<file path="config.mk">
export PLATFORM = sky130hd
export DESIGN_NAME = wt_mem_arbiter
export DESIGN_NICKNAME = d
export VERILOG_FILES = /design/src/rtl/wt_cache_pkg.sv /design/src/rtl/wt_tid_pool.sv /design/src/rtl/wt_mem_arbiter.sv
export SDC_FILE = /design/constraint.sdc
export NUM_CORES = 1
export LEC_CHECK = 0
export BUFFER_PORTS_ARGS = -buffer_cell sky130_fd_sc_hd__buf_2
export CAP_MARGIN = 5
export CORE_AREA = 5 5 283 285
export DETAILED_ROUTE_END_ITERATION = 10
export DIE_AREA = 0 0 288 290
export PLACE_DENSITY = 0.34
export RECOVER_POWER = 100
export SETUP_SLACK_MARGIN = 0.5
export SLEW_MARGIN = 20
export SYNTH_ARGS = -nofsm -noshare
export SYNTH_HDL_FRONTEND = slang
export SYNTH_HIERARCHICAL = 1
export SYNTH_SLANG_ARGS = --single-unit
</file>
<file path="constraint.sdc">
create_clock -name clk_i -period 2.5 [get_ports clk_i]
set_input_delay 0.5 -clock clk_i [delete_from_list [all_inputs] [get_ports clk_i]]
set_output_delay 0.5 -clock clk_i [all_outputs]
set_load 0.03 [all_outputs]
</file>
<file path="src/rtl/wt_cache_pkg.sv">
// Shared types and constants for the write-through cache memory-side logic.
// Contents:
//   arb_owner_t  - index of the cache port that owns a transaction
//   ARB_ICACHE   - port index of the instruction cache
//   ARB_DCACHE   - port index of the data cache
//   arb_state_e  - memory arbiter FSM states
package wt_cache_pkg;

  typedef logic arb_owner_t;

  localparam arb_owner_t ARB_ICACHE = 1'b0;
  localparam arb_owner_t ARB_DCACHE = 1'b1;

  typedef enum logic {
    ARB_IDLE = 1'b0,
    ARB_BUSY = 1'b1
  } arb_state_e;

endpackage

</file>
<file path="src/rtl/wt_tid_pool.sv">
// Transaction ID pool for the memory arbiter.
// It keeps the allocation bitmap, records which port owns each ID, and
// offers the lowest free ID. It also resolves return beats to their owner
// and flags returns that name an unallocated ID.
// Ports:
//   clk_i, rst_i     - clock, synchronous active-high reset
//   alloc_i          - allocate alloc_tid_i to alloc_owner_i at this edge
//   rtrn_vld_i/tid/last - return beat from the adapter
//   free_vld_o/tid_o - a free ID exists / lowest free ID
//   rtrn_hit_o       - return beat names an allocated ID
//   rtrn_owner_o     - owner of the returned ID
//   empty_o          - no ID allocated
//   err_o            - sticky: a return named an unallocated ID
module wt_tid_pool
  import wt_cache_pkg::*;
#(
  parameter int unsigned NumTx = 8,
  parameter int unsigned TidW  = $clog2(NumTx)
) (
  input  logic            clk_i,
  input  logic            rst_i,
  input  logic            alloc_i,
  input  logic [TidW-1:0] alloc_tid_i,
  input  arb_owner_t      alloc_owner_i,
  input  logic            rtrn_vld_i,
  input  logic [TidW-1:0] rtrn_tid_i,
  input  logic            rtrn_last_i,
  output logic            free_vld_o,
  output logic [TidW-1:0] free_tid_o,
  output logic            rtrn_hit_o,
  output arb_owner_t      rtrn_owner_o,
  output logic            empty_o,
  output logic            err_o
);

  logic [NumTx-1:0]       alloc_q, alloc_d;
  arb_owner_t [NumTx-1:0] owner_q;
  logic                   err_q;

  // Scan from the top so the lowest free index is the last one written.
  always_comb begin
    free_vld_o = 1'b0;
    free_tid_o = '0;
    for (int i = NumTx - 1; i >= 0; i--) begin
      if (!alloc_q[i]) begin
        free_vld_o = 1'b1;
        free_tid_o = TidW'(i);
      end
    end
  end

  assign rtrn_hit_o   = rtrn_vld_i & alloc_q[rtrn_tid_i];
  assign rtrn_owner_o = owner_q[rtrn_tid_i];
  assign empty_o      = (alloc_q == '0);
  assign err_o        = err_q;

  // The ID being allocated is free by construction, so a same-cycle free
  // can never target it; both updates simply apply.
  always_comb begin
    alloc_d = alloc_q;
    if (rtrn_hit_o && rtrn_last_i) alloc_d[rtrn_tid_i] = 1'b0;
    if (alloc_i)                   alloc_d[alloc_tid_i] = 1'b1;
  end

  always_ff @(posedge clk_i) begin
    if (rst_i) begin
      alloc_q <= '0;
      owner_q <= '0;
      err_q   <= 1'b0;
    end else begin
      alloc_q <= alloc_d;
      if (alloc_i) owner_q[alloc_tid_i] <= alloc_owner_i;
      if (rtrn_vld_i && !alloc_q[rtrn_tid_i]) err_q <= 1'b1;
    end
  end

endmodule

</file>
<file path="src/rtl/wt_mem_arbiter.sv">
// Memory-side arbiter between the I$ (port 0) and D$ (port 1).
// Round-robin grant, held until the adapter acks; each accepted request
// gets a transaction ID and return beats are routed back by ID.
//
//   state    | meaning
//   ---------+-----------------------------------------------------------
//   ARB_IDLE | no request presented; picks a winner and a free ID
//   ARB_BUSY | mem_req_o high for the latched winner/ID until mem_ack_i
//
// Ports:
//   clk_i, rst_i        - clock, synchronous active-high reset
//   quiesce_i           - block new grants (an open grant still completes)
//   req_i, req_data_i   - per-port request level and payload
//   ack_o               - per-port accept pulse, same cycle as mem_ack_i
//   mem_req_o/data/tid  - request to the memory adapter
//   mem_ack_i           - adapter accept
//   mem_rtrn_*          - return beats from the adapter
//   rtrn_vld_o, rtrn_o  - per-port return valid, broadcast payload
//   idle_o              - nothing outstanding and no request open
//   err_o               - sticky: return on an unallocated ID
module wt_mem_arbiter
  import wt_cache_pkg::*;
#(
  parameter int unsigned NumTx = 8,
  parameter int unsigned TidW  = $clog2(NumTx),
  parameter int unsigned ReqW  = 128,
  parameter int unsigned RtrnW = 160
) (
  input  logic                 clk_i,
  input  logic                 rst_i,
  input  logic                 quiesce_i,
  input  logic [1:0]           req_i,
  input  logic [1:0][ReqW-1:0] req_data_i,
  output logic [1:0]           ack_o,
  output logic                 mem_req_o,
  output logic [ReqW-1:0]      mem_data_o,
  output logic [TidW-1:0]      mem_tid_o,
  input  logic                 mem_ack_i,
  input  logic                 mem_rtrn_vld_i,
  input  logic [TidW-1:0]      mem_rtrn_tid_i,
  input  logic                 mem_rtrn_last_i,
  input  logic [RtrnW-1:0]     mem_rtrn_i,
  output logic [1:0]           rtrn_vld_o,
  output logic [RtrnW-1:0]     rtrn_o,
  output logic                 idle_o,
  output logic                 err_o
);

  arb_state_e      state_q, state_d;
  arb_owner_t      winner_q, winner_d;
  arb_owner_t      rr_q, rr_d;
  logic [TidW-1:0] tid_q, tid_d;

  logic            pool_alloc;
  logic            pool_free_vld;
  logic [TidW-1:0] pool_free_tid;
  logic            pool_hit;
  arb_owner_t      pool_owner;
  logic            pool_empty;

  wt_tid_pool #(
    .NumTx (NumTx),
    .TidW  (TidW)
  ) u_tid_pool (
    .clk_i         (clk_i),
    .rst_i         (rst_i),
    .alloc_i       (pool_alloc),
    .alloc_tid_i   (tid_q),
    .alloc_owner_i (winner_q),
    .rtrn_vld_i    (mem_rtrn_vld_i),
    .rtrn_tid_i    (mem_rtrn_tid_i),
    .rtrn_last_i   (mem_rtrn_last_i),
    .free_vld_o    (pool_free_vld),
    .free_tid_o    (pool_free_tid),
    .rtrn_hit_o    (pool_hit),
    .rtrn_owner_o  (pool_owner),
    .empty_o       (pool_empty),
    .err_o         (err_o)
  );

  always_ff @(posedge clk_i) begin
    if (rst_i) begin
      state_q  <= ARB_IDLE;
      winner_q <= ARB_ICACHE;
      rr_q     <= ARB_ICACHE;
      tid_q    <= '0;
    end else begin
      state_q  <= state_d;
      winner_q <= winner_d;
      rr_q     <= rr_d;
      tid_q    <= tid_d;
    end
  end

  always_comb begin
    state_d    = state_q;
    winner_d   = winner_q;
    rr_d       = rr_q;
    tid_d      = tid_q;
    mem_req_o  = 1'b0;
    mem_data_o = '0;
    mem_tid_o  = '0;
    ack_o      = 2'b00;
    pool_alloc = 1'b0;
    case (state_q)
      ARB_IDLE: begin
        if ((|req_i) && !quiesce_i && pool_free_vld) begin
          // With at least one request up, the non-preferred port must be
          // requesting whenever the preferred one is not.
          winner_d = req_i[rr_q] ? rr_q : ~rr_q;
          tid_d    = pool_free_tid;
          state_d  = ARB_BUSY;
        end
      end
      ARB_BUSY: begin
        mem_req_o  = 1'b1;
        mem_data_o = req_data_i[winner_q];
        mem_tid_o  = tid_q;
        if (mem_ack_i) begin
          ack_o[winner_q] = 1'b1;
          pool_alloc      = 1'b1;
          rr_d            = ~winner_q;
          state_d         = ARB_IDLE;
        end
      end
      default: state_d = ARB_IDLE;
    endcase
  end

  always_comb begin
    rtrn_vld_o = 2'b00;
    if (pool_hit) rtrn_vld_o[pool_owner] = 1'b1;
  end

  assign rtrn_o = mem_rtrn_i;
  assign idle_o = pool_empty & (state_q == ARB_IDLE);

endmodule

</file>
==> qor.tcl <==
set qor(synth.yosys.seq_area_share) 0.09578
set qor(drtAntennaViolNets) 0
set qor(synth_cell_type_count) 43
set qor(cp.required_ns) 2.00
set qor(route.detailed.vias_per_inst) 2.721
set qor(worstHoldPathType) {reg2reg}
set qor(pre_cts_slack_ns) 0.2019
set qor(clock-root-buffer) {clkbuf_16}
set qor(route.detailed.drc) 0
set qor(switching_share) 0.4075
set qor(cell_count_after_synthesis) 598
set qor(setup.worst_path.start_class) {flop}
set qor(worstSetupPathDepth) 6
set qor(grt_max_degree) 95
set qor(die_w_um) 288
set qor(path_delay_family) {buffers and inverters}
set qor(slack_of_the_worst_reg_to_reg_path_ns) 0.30
set qor(ys_warn_count) 6
set qor(layout.filler_cells) 9028
set qor(fp.dieArea_um2) 83520
set qor(worst_clock_skew_ns) 0.005801
set qor(antenna_found_initial) 5
set qor(final-max-slew-violation-count) 0
set qor(arrival_time_of_data_at_the_critical_path_endpoint_ns) 1.81
set qor(asyncSetResetFlopFracSynth) 0
set qor(cts.sinks) 23
set qor(post_route_cells_drive_above_1_share) 0.6251
set qor(vdd_ir_drop_max_mv) 0.1955
set qor(final_cells) 1927
set qor(net-switching-power_w) 0.0008208
set qor(worst_skew_pair.late_latency_ns) 0.27
set qor(synth_top_flop_cell) {dfxtp_1}
set qor(number_of_cts_inserted_buffers) 3
set qor(status) {finished, final reports clean}
set qor(max_cap_viol) 0
set qor(number_of_cells_on_the_worst_hold_path) 2
set qor(detailedRoute.firstPassIterationCount) 4
set qor(timing.final.crit_share) 0.9241
set qor(tritoncts) {built}
set qor(startpoint_of_the_worst_slack_reg_to_reg_timing_path) {u_tid_pool/alloc_q[7]}
set qor(hold_path_startpoint) {u_tid_pool/owner_q[2]}
set qor(grt_overflow_total) 0
set qor(combPwrFrac) 0.628
set qor(drtIter0Drc) 93
set qor(max-clock-path-buffers) 2
set qor(grt_pass1_vias) 5307
set qor(setup-tns-final_ns) 0
set qor(unrepaired_setup_endpoints_after_global_routing) {true}
set qor(critical_path.max_stage_delay_ns) 0.55
set qor(finalSetupViolations) 0
set qor(critPathMaxFanout) 9
set qor(chipHeight_um) 290
set qor(startpoint) {winner_q}
set qor(edff_count_synth) 0
set qor(timing.critical_path.cells) {buf_12, buf_16, buf_4, mux2i_4, nor2b_1, clkbuf_2}
set qor(wirelength_um) 27360
set qor(grt_use_total) 0.05375
set qor(whs_ns) 0.4703
set qor(post_cts_hold_buffer_count) 0
set qor(area_growth_syn_to_layout_pct) 72.70
set qor(synth_fp_nets) 1025
set qor(rows) 102
set qor(powerDensity_nw_per_um2) 242.7
set qor(post-dp-hpwl_um) 19240
set qor(depth_of_the_worst_register_to_register_path) 14
set qor(path_class) {reg2out}
set qor(power.internal_w) 0.001194
set qor(grt_first_pass_wirelength_um) 33960
set qor(placement.io_buffers) 404
set qor(power.sequential.fraction) 0.189
set qor(clock_slew_seen_by_the_registers_of_the_worst_setup_and_hold_paths_ns) 0.07
set qor(nets) 1311
set qor(max_slew_margin) 0.6709
set qor(timing.final.hold_violations) 0
set qor(p_leak_nw) 3.406
set qor(slowest_stage) {dfxtp_1}
set qor(setup_ws_ns) 0.1897
set qor(core-area_um2) 77080
set qor(vias) 5243
set qor(layout_min_cycle_time_ns) 2.310
set qor(synth_area_um2) 4807
set qor(initial_core_util) 0.06236
set qor(tightest_pin_transition_ns) 0.4934
set qor(clock_tree.htree_level_count) 1
set qor(routed_wire_length_per_instance_um) 14.20
set qor(post_synth.cell_area_avg_um2) 8.039
set qor(ys_ff_latch) 23
set qor(ios) 725
set qor(timing.fmax_ghz) 0.4328
set qor(place_congestion) 0.7713
set qor(crit_path_end_kind) {output pin}
set qor(clock_power_share) 0.182
set qor(placed_cells_incl_taps) 1866
set qor(path_buf_inv) 4
==> final timing paths <==
| path | endpoint |
|---|---|
| worst max-delay path | mem_data_o[18] |
| worst min-delay path | u_tid_pool/owner_q[2] |
| worst max register to register | u_tid_pool/err_o |
| worst min register to register | u_tid_pool/owner_q[2] |
==> cell families after synthesis <==
kind of cell | after synthesis | share of synthesized area
AOI/OAI and AO/OA | 36 | 0.04997
buffers and inverters | 202 | 0.3147
DFF | 23 | 0.09578
muxes | 141 | 0.2941
and+or+nand+nor | 196 | 0.2454
==> state kept, by name (all words and copies together) (netlist names) <==
signal and count:
rr_q 1, u_tid_pool/alloc_q 8, winner_q 1, state_q 1, u_tid_pool/err_o 1, tid_q 3, u_tid_pool/owner_q 8
==> cells in the mapped netlist (4+ instances only) <==
cell | number | share of area
buf_4 | 165 | 0.26
o21ai_1 | 7 | 0.0073
and2_1 | 6 | 0.0078
nand2_1 | 19 | 0.015
a21oi_1 | 11 | 0.011
mux2i_1 | 139 | 0.29
dfxtp_1 | 23 | 0.096
nor2b_1 | 135 | 0.18
buf_8 | 9 | 0.028
buf_6 | 4 | 0.0094
clkbuf_1 | 16 | 0.012
nand3_1 | 10 | 0.010
nor2_1 | 9 | 0.0070
==> cells in the final DEF, fill, tap and decap left out, types with 2 or more instances in the layout <==
cell	netlist	final
and3b_2	1	2
buf_4	165	56
buf_16	0	14
a21oi_1	11	11
buf_6	4	24
nor2_1	9	8
dfxtp_2	0	2
a21boi_1	2	2
o21ai_0	3	3
clkbuf_2	1	44
and2_4	0	2
nand4_1	2	2
buf_8	9	5
nor2b_2	0	43
clkbuf_1	16	19
diode_2	0	4
dfxtp_1	23	20
mux2i_4	0	7
mux2i_1	139	113
or4_4	0	2
buf_12	0	11
nor3_2	1	2
and2_1	6	3
nand2b_1	3	3
o21a_1	1	2
clkbuf_16	0	6
buf_2	2	301
nand2_1	19	19
nor2b_1	135	91
a31oi_1	2	2
mux2i_2	0	19
o41ai_1	2	2
clkinv_1	2	2
o21ai_1	7	6
nand3_1	10	10
inv_1	3	3
==> metal layers <==
layer	track usage	vias up	part of all wire
met3	0.02049	42	0.12
li1	-	2411	-
met5	0.002907	-	0
met1	0.05515	2384	0.36
met4	0.02047	0	0.027
met2	0.09804	406	0.50
==> layout make-up <==
cell class                 instances  area [um^2]  share of cell area
sequential                        23        466.7             0.05622
inverter                           5        18.77            0.002261
antenna                            4        10.01            0.001206
clock buffer                       3        75.07            0.009043
multi-input combinational        373         3148              0.3792
timing repair buffer             478         3277              0.3947
tap                             1040         1301              0.1567
clock inverter                     1        5.005           0.0006029
==> power groups by stage <==
| stage | Sequential (W) | Clock (W) | Combinational (W) |
|---|---|---|---|
| 3_3_place_gp | 0.000398 | 0 | 0.000976 |
| 4_1_cts | 0.000379 | 0.000381 | 0.00121 |
| 5_1_grt | 0.000383 | 0.000393 | 0.00134 |
| 2_1_floorplan | 0.000390 | 0 | 0.00107 |
| 6_report | 0.000382 | 0.000367 | 0.00127 |
| 3_5_place_dp | 0.000399 | 0 | 0.000977 |
==> worst min-delay path, stage by stage (launching register included) <==
cell and delay [ns]:
dfxtp_1 0.31, nand2_1 0.05, a21oi_1 0.06
==> through the flow <==
step	area (um^2)	util	total power [W]
4_1_cts	8031	0.1042	0.001966
6_report	8302	0.1077	0.002014
2_1_floorplan	4920	-	0.001463
5_1_grt	8297	0.1076	0.002117
3_5_place_dp	6977	0.09051	0.001375
3_3_place_gp	6977	0.09051	0.001374
==> what timing repair did <==
| item | in CTS | in global routing |
|---|---|---|
| gates cloned | 10 | 4 |
| pin swaps | 7 | 8 |
| setup endpoints to repair | 118 | 124 |
| buffers inserted | 28 | 11 |
| resized for setup | 122 | 119 |
(Power assumes the default switching activity.)
